### src/rtl/sb_pkg.sv
// Shared sideband types: widths, opcode enum, queued message record and FSM states.
package sb_pkg;

    localparam int SB_PHASE_W         = 64;
    localparam int SB_HDR_W           = 62;
    localparam int SB_MAX_DATA_PHASES = 4;
    localparam int SB_MAX_DATA_W      = SB_MAX_DATA_PHASES * SB_PHASE_W;
    localparam int SB_OPC_W           = 4;

    typedef enum logic [SB_OPC_W-1:0] {
        SB_OPC_NOP        = 4'd0,
        SB_OPC_MEM_RD     = 4'd1,
        SB_OPC_MEM_WR     = 4'd2,
        SB_OPC_CFG_RD     = 4'd3,
        SB_OPC_CFG_WR     = 4'd4,
        SB_OPC_TIMEOUT    = 4'd5,
        SB_OPC_COMPLETION = 4'd6,
        SB_OPC_MSG        = 4'd7
    } sb_opc_t;

    // One queued message. Data is sized for the largest supported payload;
    // the framer only ever reads the slices it was configured for.
    typedef struct packed {
        logic [SB_HDR_W-1:0]      header;
        logic [SB_MAX_DATA_W-1:0] data;
        logic                     has_data;
        logic                     cp;
        logic                     dp;
    } sb_msg_t;

    typedef enum logic [1:0] {
        ST_IDLE = 2'd0,
        ST_HDR  = 2'd1,
        ST_DATA = 2'd2
    } sb_state_t;

    // Header phase layout: {data parity, control parity, header}.
    function automatic logic [SB_PHASE_W-1:0] sb_hdr_phase(input sb_msg_t m);
        return {m.dp, m.cp, m.header};
    endfunction

endpackage

### src/rtl/sb_msg_fifo.sv
// Show-ahead message queue. Head and the entry behind it are readable
// combinationally so the framer can start the next header without a bubble.
import sb_pkg::*;

module sb_msg_fifo #(
    parameter int DEPTH = 4
) (
    input  logic                       clk,
    input  logic                       rst_n,
    input  logic                       push,
    input  sb_msg_t                    push_msg,
    input  logic                       pop,
    output sb_msg_t                    head_msg,
    output sb_msg_t                    next_msg,
    output logic                       full,
    output logic                       empty,
    output logic [$clog2(DEPTH+1)-1:0] count
);

    localparam int PTR_W = $clog2(DEPTH);
    localparam int CNT_W = $clog2(DEPTH+1);

    sb_msg_t          mem [DEPTH];
    logic [PTR_W-1:0] wr_ptr_reg;
    logic [PTR_W-1:0] rd_ptr_reg;
    logic [PTR_W-1:0] rd_ptr_next;
    logic [CNT_W-1:0] count_reg;
    logic             do_push;
    logic             do_pop;

    // Full blocks pushes even when a pop happens in the same cycle.
    assign full        = (count_reg == CNT_W'(DEPTH));
    assign empty       = (count_reg == '0);
    assign do_push     = push && !full;
    assign do_pop      = pop && !empty;
    assign rd_ptr_next = rd_ptr_reg + PTR_W'(1);

    assign head_msg = mem[rd_ptr_reg];
    assign next_msg = mem[rd_ptr_next];
    assign count    = count_reg;

    // Entry storage; contents need no reset since count gates every read.
    always_ff @(posedge clk) begin
        if (do_push) begin
            mem[wr_ptr_reg] <= push_msg;
        end
    end

    // Pointers wrap naturally modulo DEPTH; count tracks occupancy.
    always_ff @(posedge clk or negedge rst_n) begin
        if (!rst_n) begin
            wr_ptr_reg <= '0;
            rd_ptr_reg <= '0;
            count_reg  <= '0;
        end else begin
            if (do_push) begin
                wr_ptr_reg <= wr_ptr_reg + PTR_W'(1);
            end
            if (do_pop) begin
                rd_ptr_reg <= rd_ptr_next;
            end
            case ({do_push, do_pop})
                2'b10:   count_reg <= count_reg + CNT_W'(1);
                2'b01:   count_reg <= count_reg - CNT_W'(1);
                default: count_reg <= count_reg;
            endcase
        end
    end

endmodule

### src/rtl/sb_packet_framer_q.sv
// Sideband framer: queues whole messages and emits them as header and
// data phases over a valid/ready link to the serializer.
import sb_pkg::*;

module sb_packet_framer_q #(
    parameter int HDR_W       = SB_HDR_W,
    parameter int PHASE_W     = SB_PHASE_W,
    parameter int DATA_PHASES = 1,
    parameter int DEPTH       = 4,
    parameter int OPC_LSB     = 14,
    parameter int OPC_W       = 4,
    parameter int TIMEOUT_OPC = int'(SB_OPC_TIMEOUT)
) (
    input  logic                           i_clk,
    input  logic                           i_rst_n,
    input  logic                           i_msg_valid,
    output logic                           o_msg_ready,
    input  logic [HDR_W-1:0]               i_header,
    input  logic [DATA_PHASES*PHASE_W-1:0] i_data,
    input  logic                           i_has_data,
    output logic [PHASE_W-1:0]             o_phase,
    output logic                           o_phase_valid,
    input  logic                           i_ser_ready,
    output logic                           o_timeout_ctr_start,
    output logic [$clog2(DEPTH+1)-1:0]     o_count
);

    localparam int               DATA_W = DATA_PHASES * PHASE_W;
    localparam int               CNT_W  = $clog2(DEPTH+1);
    localparam logic [1:0]       K_LAST = 2'(DATA_PHASES - 1);
    localparam logic [OPC_W-1:0] TO_OPC = OPC_W'(TIMEOUT_OPC);

    sb_msg_t          in_msg;
    sb_msg_t          head_msg;
    sb_msg_t          next_msg;
    logic             fifo_full;
    logic             fifo_empty;
    logic [CNT_W-1:0] fifo_count;
    logic             push;
    logic             pop;
    logic             xfer;
    logic             more_msgs;

    sb_state_t        state_reg;
    logic [1:0]       k_reg;
    logic [PHASE_W-1:0] phase_reg;
    logic             phase_valid_reg;
    logic             timeout_reg;

    logic [PHASE_W-1:0] head_slice [SB_MAX_DATA_PHASES];

    // Only the header and parities of the following entry are needed.
    logic unused_next_bits;
    assign unused_next_bits = ^{next_msg.data, next_msg.has_data};

    // Build the stored entry; parity is fixed here so send time never recomputes it.
    always_comb begin
        in_msg          = '0;
        in_msg.header   = i_header;
        in_msg.has_data = i_has_data;
        in_msg.cp       = ^i_header;
        if (i_has_data) begin
            in_msg.data[DATA_W-1:0] = i_data;
            in_msg.dp               = ^i_data;
        end
    end

    assign push = i_msg_valid && !fifo_full;

    sb_msg_fifo #(
        .DEPTH (DEPTH)
    ) u_fifo (
        .clk      (i_clk),
        .rst_n    (i_rst_n),
        .push     (push),
        .push_msg (in_msg),
        .pop      (pop),
        .head_msg (head_msg),
        .next_msg (next_msg),
        .full     (fifo_full),
        .empty    (fifo_empty),
        .count    (fifo_count)
    );

    // Split the head payload into phase-sized slices, LSB slice first.
    for (genvar gi = 0; gi < SB_MAX_DATA_PHASES; gi++) begin : g_slice
        assign head_slice[gi] = head_msg.data[gi*PHASE_W +: PHASE_W];
    end

    assign xfer = phase_valid_reg && i_ser_ready;
    // A second entry already queued lets the next header follow immediately;
    // a same-cycle push is not yet counted, so it never qualifies.
    assign more_msgs = (fifo_count >= CNT_W'(2));
    assign pop = xfer && (((state_reg == ST_HDR) && !head_msg.has_data) ||
                          ((state_reg == ST_DATA) && (k_reg == K_LAST)));

    // Framer FSM with registered phase, valid and timeout-start outputs.
    always_ff @(posedge i_clk or negedge i_rst_n) begin
        if (!i_rst_n) begin
            state_reg       <= ST_IDLE;
            k_reg           <= '0;
            phase_reg       <= '0;
            phase_valid_reg <= 1'b0;
            timeout_reg     <= 1'b0;
        end else begin
            timeout_reg <= 1'b0;
            case (state_reg)
                ST_IDLE: begin
                    if (!fifo_empty) begin
                        phase_reg       <= sb_hdr_phase(head_msg);
                        phase_valid_reg <= 1'b1;
                        state_reg       <= ST_HDR;
                    end
                end
                ST_HDR: begin
                    if (xfer) begin
                        timeout_reg <= (head_msg.header[OPC_LSB +: OPC_W] == TO_OPC);
                        if (head_msg.has_data) begin
                            k_reg     <= '0;
                            phase_reg <= head_slice[0];
                            state_reg <= ST_DATA;
                        end else if (more_msgs) begin
                            phase_reg <= sb_hdr_phase(next_msg);
                        end else begin
                            phase_valid_reg <= 1'b0;
                            state_reg       <= ST_IDLE;
                        end
                    end
                end
                ST_DATA: begin
                    if (xfer) begin
                        if (k_reg != K_LAST) begin
                            k_reg     <= k_reg + 2'd1;
                            phase_reg <= head_slice[k_reg + 2'd1];
                        end else if (more_msgs) begin
                            phase_reg <= sb_hdr_phase(next_msg);
                            state_reg <= ST_HDR;
                        end else begin
                            phase_valid_reg <= 1'b0;
                            state_reg       <= ST_IDLE;
                        end
                    end
                end
                default: begin
                    phase_valid_reg <= 1'b0;
                    state_reg       <= ST_IDLE;
                end
            endcase
        end
    end

    assign o_msg_ready         = !fifo_full;
    assign o_phase             = phase_reg;
    assign o_phase_valid       = phase_valid_reg;
    assign o_timeout_ctr_start = timeout_reg;
    assign o_count             = fifo_count;

endmodule
### config.mk
export PLATFORM = sky130hd
export DESIGN_NAME = sb_packet_framer_q
export DESIGN_NICKNAME = d
export VERILOG_FILES = /design/src/rtl/sb_pkg.sv /design/src/rtl/sb_msg_fifo.sv /design/src/rtl/sb_packet_framer_q.sv
export SDC_FILE = /design/constraint.sdc
export NUM_CORES = 1
export LEC_CHECK = 0
export ABC_AREA = 0
export CORE_ASPECT_RATIO = 1.5
export CORE_MARGIN = 3
export CORE_UTILIZATION = 60
export CTS_CLUSTER_SIZE = 28
export DETAILED_ROUTE_END_ITERATION = 6
export PLACE_DENSITY_LB_ADDON = 0.3
export REMOVE_ABC_BUFFERS = 1
export SETUP_SLACK_MARGIN = 0.4
export SLEW_MARGIN = 20
export SYNTH_ARGS = -nofsm -noshare
export SYNTH_HDL_FRONTEND = slang
export SYNTH_HIERARCHICAL = 1
export SYNTH_SLANG_ARGS = --single-unit
export TNS_END_PERCENT = 100
### constraint.sdc
create_clock -name i_clk -period 12.2 [get_ports i_clk]
set_input_delay 2.44 -clock i_clk [delete_from_list [all_inputs] [get_ports i_clk]]
set_output_delay 2.44 -clock i_clk [all_outputs]
set_load 0.1 [all_outputs]
Yosys cells after proc, flatten, opt, wreduce, memory -nomap -nowiden

Memory sizes are Yosys's and may differ from the RTL's.
Index checks and enable logic that the tools add are counted.
Widths: inputs -> output; s select.

$add $sub $neg: 5
Multipliers: 0
Divide/modulo/power cells: 0
$lt $le $gt $ge: 2
Equality and inequality tests: 14
Shift-type cells: 0
Muxes and demuxes: 37
Bitwise logic cells: 1
Reduce and logical (&&, ||, !) cells: 24

Operators by type and width:

| cell                | count |
|---|---|
| $mux 64             | 9 |
| $pmux 64 s3         | 1 |
| $bmux 64 s2         | 1 |
| $reduce_xor 64->1   | 1 |
| $reduce_xor 62->1   | 1 |
| $mux 2              | 10 |
| $reduce_and 5->1    | 3 |
| $mux 1              | 12 |
| $ne 2x2->1 const B  | 6 |
| $logic_and 1x1->1   | 7 |
| $add 2x1->2 const B | 3 |
| $pmux 2 s3          | 1 |
| $pmux 3 s2          | 1 |
| $reduce_bool 2->1   | 3 |
| $eq 2x1->1 const B  | 2 |
| $eq 2x2->1 const B  | 2 |
| $eq 4x3->1 const B  | 1 |
| $logic_not 2->1     | 2 |
| $pmux 2 s2          | 1 |
| $reduce_and 4->1    | 1 |
| $add 3x1->3 const B | 1 |
| $eq 3x3->1 const B  | 1 |
| $ge 3x2->1 const B  | 1 |
| $ge 3x3->1 const B  | 1 |
| other kinds (9)     | 11 |

Flip-flop bits (word level): 77
Latch bits: 0
RAM bits: 516
Bits in read-only memories: 0
Bits of input ports: 131
Memories kept: 1

Memories:

| memory     | words | bits a word | rd ports | clocked after memory_dff | write ports | RTL line          | source |
|---|---|---|---|---|---|---|---|
| u_fifo.mem | 4     | 129         | 2        | 0                        | 1           | sb_msg_fifo.sv:23 | `sb_msg_t mem [DEPTH];` |

Longest topological paths before layout

Gate-level depths: netlist of run 1.

Depth after elaboration: 8
Mapped depth: 16
Gate-level depth less buffers: 12

Hierarchy

Netlist of run 1, hierarchy kept.

By module, submodules not included:

| module             | instances | cells an instance | area an instance (sq um) | sequential area each (sq um) |
|---|---|---|---|---|
| sb_msg_fifo        | 1         | 2107              | 54262.0                  | 38732.1 |
| sb_packet_framer_q | 1         | 895               | 7870.0                   | 1751.7 |

Least setup slack after synthesis of run 1

OpenSTA, ideal clock, no wires.

Path kind: input to register
From: input i_msg_valid
To: memory u_fifo/mem[0][0] (netlist bit), enable pin
Library setup time: 0.724 ns
Arrival time: 10.179 ns
Setup slack: 1.297 ns
Cell stages on the path: 3
Path through: nor2b_1 nor2b_1 and2_1

Longest elaborated chain between the ends: 4

Ends and longest elaborated chain:

| item                         | RTL line                 | source |
|---|---|---|
| from (decl)                  | sb_packet_framer_q.sv:16 | `input logic i_msg_valid,` |
| $logic_and 1x1->1            | sb_packet_framer_q.sv:68 | `assign push = i_msg_valid && !fifo_full;` |
| $logic_and 1x1->1            | sb_msg_fifo.sv:34        | `assign do_push = push && !full;` |
| $mux 1                       | sb_msg_fifo.sv:44        | `if (do_push) begin` |
| $mux 1 (implied by the code) | sb_msg_fifo.sv:45        | `mem[wr_ptr_reg] <= push_msg;` |
| to (decl)                    | sb_msg_fifo.sv:23        |  |

No other way between the ends.

Worst setup path in the final report of run 1

From: input i_msg_valid
To: memory u_fifo/mem[0][83] (netlist bit), enable pin

Longest elaborated chain between the ends: 4

Ends and longest elaborated chain:

| item                         | RTL line                 | source |
|---|---|---|
| $logic_and 1x1->1            | sb_packet_framer_q.sv:68 |  |
| named net push               | sb_packet_framer_q.sv:39 | `logic push;` |
| $logic_and 1x1->1            | sb_msg_fifo.sv:34        |  |
| $mux 1                       | sb_msg_fifo.sv:44        |  |
| $mux 1 (implied by the code) | sb_msg_fifo.sv:45        |  |

The timed path passes the listed nets, and every way through them passes these cells.

==> results of run 1 <==
[power by group through the flow]
| stage | Clock, mW | Sequential, mW | Combinational, mW |
|---|---|---|---|
| finish | 3.67 | 6.74 | 5.92 |
| global route | 3.92 | 6.82 | 6.31 |
| CTS | 3.74 | 6.74 | 5.96 |
| detailed placement | 0 | 6.82 | 5.90 |
| global placement | 0 | 6.72 | 5.79 |
| floorplan | 0 | 8.15 | 4.52 |
[layer usage]
| metal | routed length (µm) | vias up | global-route usage [%] | share of wire (%) |
|---|---|---|---|---|
| li1 | - | 12250 | - | - |
| met1 | 44600 | 14810 | 33.30 | 36 |
| met2 | 64530 | 1311 | 44.89 | 52 |
| met3 | 10490 | 301 | 5.945 | 8.4 |
| met4 | 5300 | 8 | 10.87 | 4.2 |
| met5 | 43 | - | 0 | 0.034 |
[critical path: stages]
cell,delay [ps]
sky130_fd_sc_hd__clkdlybuf4s50_1,470
sky130_fd_sc_hd__nor2b_1,140
sky130_fd_sc_hd__nor2b_1,520
sky130_fd_sc_hd__and2_4,680
sky130_fd_sc_hd__buf_12,710
sky130_fd_sc_hd__buf_4,820
[cell type report]
cell class                 count  area [µm²]  share of cell area, %
clock buffer                 152        3129                  4.752
antenna                        3       7.507                0.01140
inverter                      11       41.29                0.06271
timing repair buffer         236        2399                  3.643
sequential                  1361       40500                  61.50
multi-input combinational   1919       17570                  26.69
tap                         1242        1554                  2.360
clock inverter                61       646.9                 0.9824
[path summary, 6_finish.rpt]
path / to / slack (ps) / cells past startpoint
max: u_fifo/mem[0][83]$_DFFE_PP_ / 6470 / 6
min: o_phase[48]$_DFFE_PN0P_ / 510 / 2
max reg2reg: o_phase[19]$_DFFE_PN0P_ / 7400 / 9
min reg2reg: o_phase[48]$_DFFE_PN0P_ / 510 / 2
max in group asynchronous: u_fifo/rd_ptr_reg[0]$_DFFE_PN0P_ / 8880 / 2
min in group asynchronous: o_phase[3]$_DFFE_PN0P_ / 1830 / 1
[metrics by stage]
stage	hold slack [ps]	std cells	util (%)	setup TNS (ps)	setup slack [ps]
after detailed placement	500.7	4768	67.25	0	5726
after global routing	544.7	4984	71.39	0	6304
after floorplan	449.8	3291	-	-467470	-6797
after global placement	462.6	4768	67.25	0	5755
final	508.4	4985	71.39	0	6471
after CTS	516.0	4981	71.34	0	6484
==> flow_metrics.env, run 1 <==
export IMPL_run_status="completed"
export IMPL_dr_total_vias=28670
export IMPL_drt_first_pass_iters=7
export IMPL_fp_dieArea_mm2=0.09726
export IMPL_placed_area_mm2=0.06202
export IMPL_cts_hold_buffers_added=0
export IMPL_crit_start="i_msg_valid"
export IMPL_timing_final_crit_share_pct=46.96
export IMPL_largest_reg_flops=1284
export IMPL_p_leak_nw=22.16
export IMPL_grt_start_max_net_pins=166
export IMPL_timing_max_transition_violations_final=0
export IMPL_syn_to_final_growth_pct=17.40
export IMPL_cts_resized_gates=0
export IMPL_max_vdd_ir_drop_mv=0.2236
export IMPL_num_nets_final=3788
export IMPL_routed_wl_mm=125.0
export IMPL_clkTransAtPathRegs_ps=60
export IMPL_globalRoute_totalOverflow=0
export IMPL_max_freq_ghz=0.1746
export IMPL_fp_dieH_um=380.5
export IMPL_fillCellCount=5657
export IMPL_globalplace_congestion=0.7688
export IMPL_wire_length_of_the_first_global_routing_pass_mm=190.6
export IMPL_fin_skew_ps=15.89
export IMPL_total_switching_power_mw=5.607
export IMPL_grtUsageTotal_pct=26.41
export IMPL_synth_cells=2693
export IMPL_start_kind="primary input"
export IMPL_rr_startpoint="u_fifo/rd_ptr_reg[0]$_DFFE_PN0P_"
export IMPL_grt_antenna_before_repair=8
export IMPL_count_of_unresolved_drc_violations_after_routing=0
export IMPL_worst_pin_slew_ps=1190
export IMPL_critPathMaxFanout=157
export IMPL_setup_crit_end_kind="flip-flop"
export IMPL_die_width_um=255.6
export IMPL_syn_mean_instance_area_um2=20.83
export IMPL_place_detailed_hpwl_mm=70.18
export IMPL_tritoncts="yes"
export IMPL_ctsLongestPathBuffers=3
export IMPL_layout_commonest_cell="sky130_fd_sc_hd__edfxtp_1"
export IMPL_crit_required_ps=12520
export IMPL_vias_in_the_first_global_route=31910
export IMPL_layout_min_cycle_time_ps=5729
export IMPL_net_switching_fraction_of_the_power_pct=34.34
export IMPL_drt_iter0_drc=2810
export IMPL_synth_yosys_warnings=6
export IMPL_design_core_area_mm2=0.09223
export IMPL_initial_utilization_pct=60.82
export IMPL_cts_sinks=1361
export IMPL_postCtsSetupRepairBufs=0
export IMPL_share_comb_of_total_power_pct=36.2
export IMPL_arrival_ps=6050
export IMPL_synth_area_mm2=0.05609
export IMPL_port_buffers=200
export IMPL_crit_type="in -> reg"
export IMPL_hold_viol=0
export IMPL_worst_slew_margin_rel_pct=20.64
export IMPL_power_density_cell_area_mw_per_mm2=248.0
export IMPL_cts_inserted_buffers=117
export IMPL_io_pin_count=201
export IMPL_power_frac_seq_pct=41.3
export IMPL_p_clk_share_pct=22.5
export IMPL_cts_root_buffer="sky130_fd_sc_hd__clkbuf_16"
export IMPL_htreeDepth=3
export IMPL_p_int_mw=10.72
export IMPL_std_cell_rows=136
export IMPL_total_power_mw=16.33
export IMPL_wire_per_inst_um=25.07
export IMPL_drive_above_1_share_pct=17.99
export IMPL_unrepaired_setup_endpoints_after_global_routing="no"
export IMPL_worstHoldPathType="reg -> reg"
export IMPL_most_common_layout_cells="sky130_fd_sc_hd__edfxtp_1, sky130_fd_sc_hd__conb_1, sky130_fd_sc_hd__mux4_2, sky130_fd_sc_hd__nand2_1, sky130_fd_sc_hd__clkdlybuf4s50_1"
export IMPL_timing_hold_worst_start="o_phase[48]$_DFFE_PN0P_"
export IMPL_final_setup_viol_count=0
export IMPL_route_antenna_remaining_nets=0
export IMPL_count_of_maximum_capacitance_violations=0
export IMPL_final_design_area_no_fill_mm2=0.06585
export IMPL_detail_route_vias_per_cell=5.752
export IMPL_clock_insertion_delay_worst_skew_ps=700
No activity file was read; power rests on OpenSTA's default activity.
==> run 2: changes to the inputs <==
==> constraint.sdc (replaced) <==
create_clock -name i_clk -period 5.3 [get_ports i_clk]
set_input_delay 1.06 -clock i_clk [delete_from_list [all_inputs] [get_ports i_clk]]
set_output_delay 1.06 -clock i_clk [all_outputs]
set_load 0.1 [all_outputs]
==> flow_metrics.env, run 2 (synthesis results as in run 1) <==
export IMPL_run_status="completed"
export IMPL_grt_antenna_before_repair=7
export IMPL_vias_in_the_first_global_route=31450
export IMPL_worstPathBufferInverterCount=2
export IMPL_p_leak_nw=22.56
export IMPL_fin_skew_ps=38.58
export IMPL_wire_length_of_the_first_global_routing_pass_mm=191.0
export IMPL_critical_path_top_delay_family="buffers and inverters"
export IMPL_ctsLongestPathBuffers=3
export IMPL_drive_above_1_share_pct=19.14
export IMPL_start_kind="flip-flop"
export IMPL_crit_type="reg -> out"
export IMPL_cts_inserted_buffers=118
export IMPL_share_comb_of_total_power_pct=36.8
export IMPL_largest_reg_flops=1284
export IMPL_final_design_area_no_fill_mm2=0.06664
export IMPL_finish_cell_count_without_fillers=5030
export IMPL_timing_max_transition_violations_final=0
export IMPL_postCtsSetupRepairBufs=0
export IMPL_port_buffers=200
export IMPL_slowest_stage="sky130_fd_sc_hd__clkdlybuf4s50_1"
export IMPL_tritoncts="yes"
export IMPL_r2r_setup_slack_ps=1630
export IMPL_grtUsageTotal_pct=26.58
export IMPL_fp_dieH_um=380.5
export IMPL_globalplace_congestion=0.7814
export IMPL_place_detailed_instances=4800
export IMPL_design_core_area_mm2=0.09223
export IMPL_wire_per_inst_um=25.28
export IMPL_timing_final_crit_share_pct=69.52
export IMPL_std_cell_rows=136
export IMPL_clkTransAtPathRegs_ps=70
export IMPL_cts_resized_gates=0
export IMPL_critPathMaxFanout=6
export IMPL_postLayoutSetupSlackWorst_ps=1615
export IMPL_crit_start="u_fifo/count[2]$_DFFE_PN0P_"
export IMPL_power_frac_seq_pct=40.0
export IMPL_worst_pin_slew_ps=1159
export IMPL_globalRoute_totalOverflow=0
export IMPL_net_switching_fraction_of_the_power_pct=34.38
export IMPL_critical_path_cell_chain="nor3b_1 > inv_1 > clkdlybuf4s50_1"
export IMPL_io_pin_count=201
export IMPL_cts_hold_buffers_added=0
export IMPL_crit_required_ps=4240
export IMPL_worst_slew_margin_rel_pct=22.49
export IMPL_layout_commonest_cell="sky130_fd_sc_hd__edfxtp_1"
export IMPL_total_power_mw=38.46
export IMPL_die_width_um=255.6
export IMPL_max_freq_ghz=0.2714
export IMPL_timing_reg2reg_worst_path_depth=8
export IMPL_max_vdd_ir_drop_mv=0.5073
export IMPL_totalNegativeSetupSlack_ps=0
export IMPL_p_int_mw=25.24
export IMPL_htreeDepth=3
export IMPL_critical_path_reg2reg_endpoint="o_phase[52]$_DFFE_PN0P_"
export IMPL_worstHoldPathType="in -> async"
export IMPL_num_nets_final=3821
export IMPL_drt_first_pass_iters=5
export IMPL_grt_start_max_net_pins=156
export IMPL_detail_route_vias_per_cell=5.764
export IMPL_most_common_layout_cells="sky130_fd_sc_hd__edfxtp_1, sky130_fd_sc_hd__conb_1, sky130_fd_sc_hd__mux4_2, sky130_fd_sc_hd__nand2_1, sky130_fd_sc_hd__clkdlybuf4s50_1"
export IMPL_fp_dieArea_mm2=0.09726
export IMPL_drt_iter0_drc=2922
export IMPL_total_switching_power_mw=13.22
export IMPL_final_setup_viol_count=0
export IMPL_clock_insertion_delay_worst_skew_ps=730
export IMPL_layout_min_cycle_time_ps=3685
export IMPL_cts_sinks=1361
export IMPL_setup_crit_end_kind="output port"
export IMPL_p_clk_share_pct=23.2
export IMPL_slowest_delay_ps=970
export IMPL_hold_viol=0
export IMPL_placed_area_mm2=0.06251
export IMPL_count_of_maximum_capacitance_violations=0
export IMPL_route_antenna_remaining_nets=0
export IMPL_count_of_unresolved_drc_violations_after_routing=0
export IMPL_place_detailed_hpwl_mm=75.72
export IMPL_rr_startpoint="k_reg[0]$_DFFE_PN0P_"
export IMPL_syn_to_final_growth_pct=18.81
export IMPL_power_density_cell_area_mw_per_mm2=577.2
export IMPL_routed_wl_mm=127.1
export IMPL_unrepaired_setup_endpoints_after_global_routing="no"
export IMPL_arrival_ps=2620
export IMPL_cts_root_buffer="sky130_fd_sc_hd__clkbuf_16"
export IMPL_dr_total_vias=28990
export IMPL_initial_utilization_pct=60.82
export IMPL_placement_setup_worst_slack_ps=1014
## run 2: changes by cell type in the layout (fill, tap and decap cells not counted), moves of 2 or more
cell,delta
sky130_fd_sc_hd__buf_12,+20
sky130_fd_sc_hd__buf_4,+16
sky130_fd_sc_hd__clkbuf_8,+14
sky130_fd_sc_hd__clkbuf_1,-5
sky130_fd_sc_hd__clkinvlp_4,-4
sky130_fd_sc_hd__buf_6,-3
sky130_fd_sc_hd__clkbuf_16,+3
sky130_fd_sc_hd__clkinv_4,+3
sky130_fd_sc_hd__bufinv_16,+2
sky130_fd_sc_hd__clkinv_1,-2
sky130_fd_sc_hd__diode_2,+2
## run 2: worst reg2reg max path: cells and delay by family, from the launching register on
kind | cells | cell delay (ps)
mux | 1 | 400
simple gates | 1 | 90
compound gates | 3 | 410
buf+inv | 2 | 770
flops | 1 | 820
fa+ha+maj | 1 | 1020
## run 2: worst max-delay path by stage
| stage | cells after the start | slack [ps] | to |
|---|---|---|---|
| finish | 3 | 1620 | o_msg_ready |
| global route | 8 | 1490 | o_phase[58]$_DFFE_PN0P_ |
| CTS | 3 | 1560 | o_msg_ready |
| detailed placement | 7 | 1010 | u_fifo/mem[3][1]$_DFFE_PP_ |
| global placement | 7 | 1140 | u_fifo/mem[1][1]$_DFFE_PP_ |
| floorplan | 11 | -13700 | u_fifo/count[2]$_DFFE_PN0P_ |
## run 2: layout make-up
class	count	area [µm²]
multi-input combinational	1919	17570
sequential	1361	40500
timing repair buffer	268	2875
tap	1242	1554
inverter	11	41.29
clock buffer	164	3378
fill	5450	25590
clock inverter	60	706.9
antenna	5	12.51
## run 2: power by group through the flow
stage | Clock (mW) | Sequential, mW | Combinational, mW
floorplan | 0 | 18.4 | 7.79
global placement | 0 | 15.4 | 13.8
detailed placement | 0 | 15.6 | 14.1
CTS | 9.08 | 15.4 | 14.2
global route | 9.47 | 15.6 | 15.0
finish | 8.94 | 15.4 | 14.1
## run 2: per-layer routing
metal  share of wire, %  GRT usage [%]
met3                8.5          5.219
met4                4.2          11.51
met2                 52          45.01
met5              0.032              0
met1                 36          33.99
## run 2: per-stage QoR
| step | utilization [%] | hold slack (ps) |
|---|---|---|
| CTS | 72.21 | 215.8 |
| finish | 72.25 | 250.0 |
| floorplan | - | 449.8 |
| detailed placement | 67.78 | 472.0 |
| global placement | 67.78 | 463.2 |
| global route | 72.24 | 241.8 |
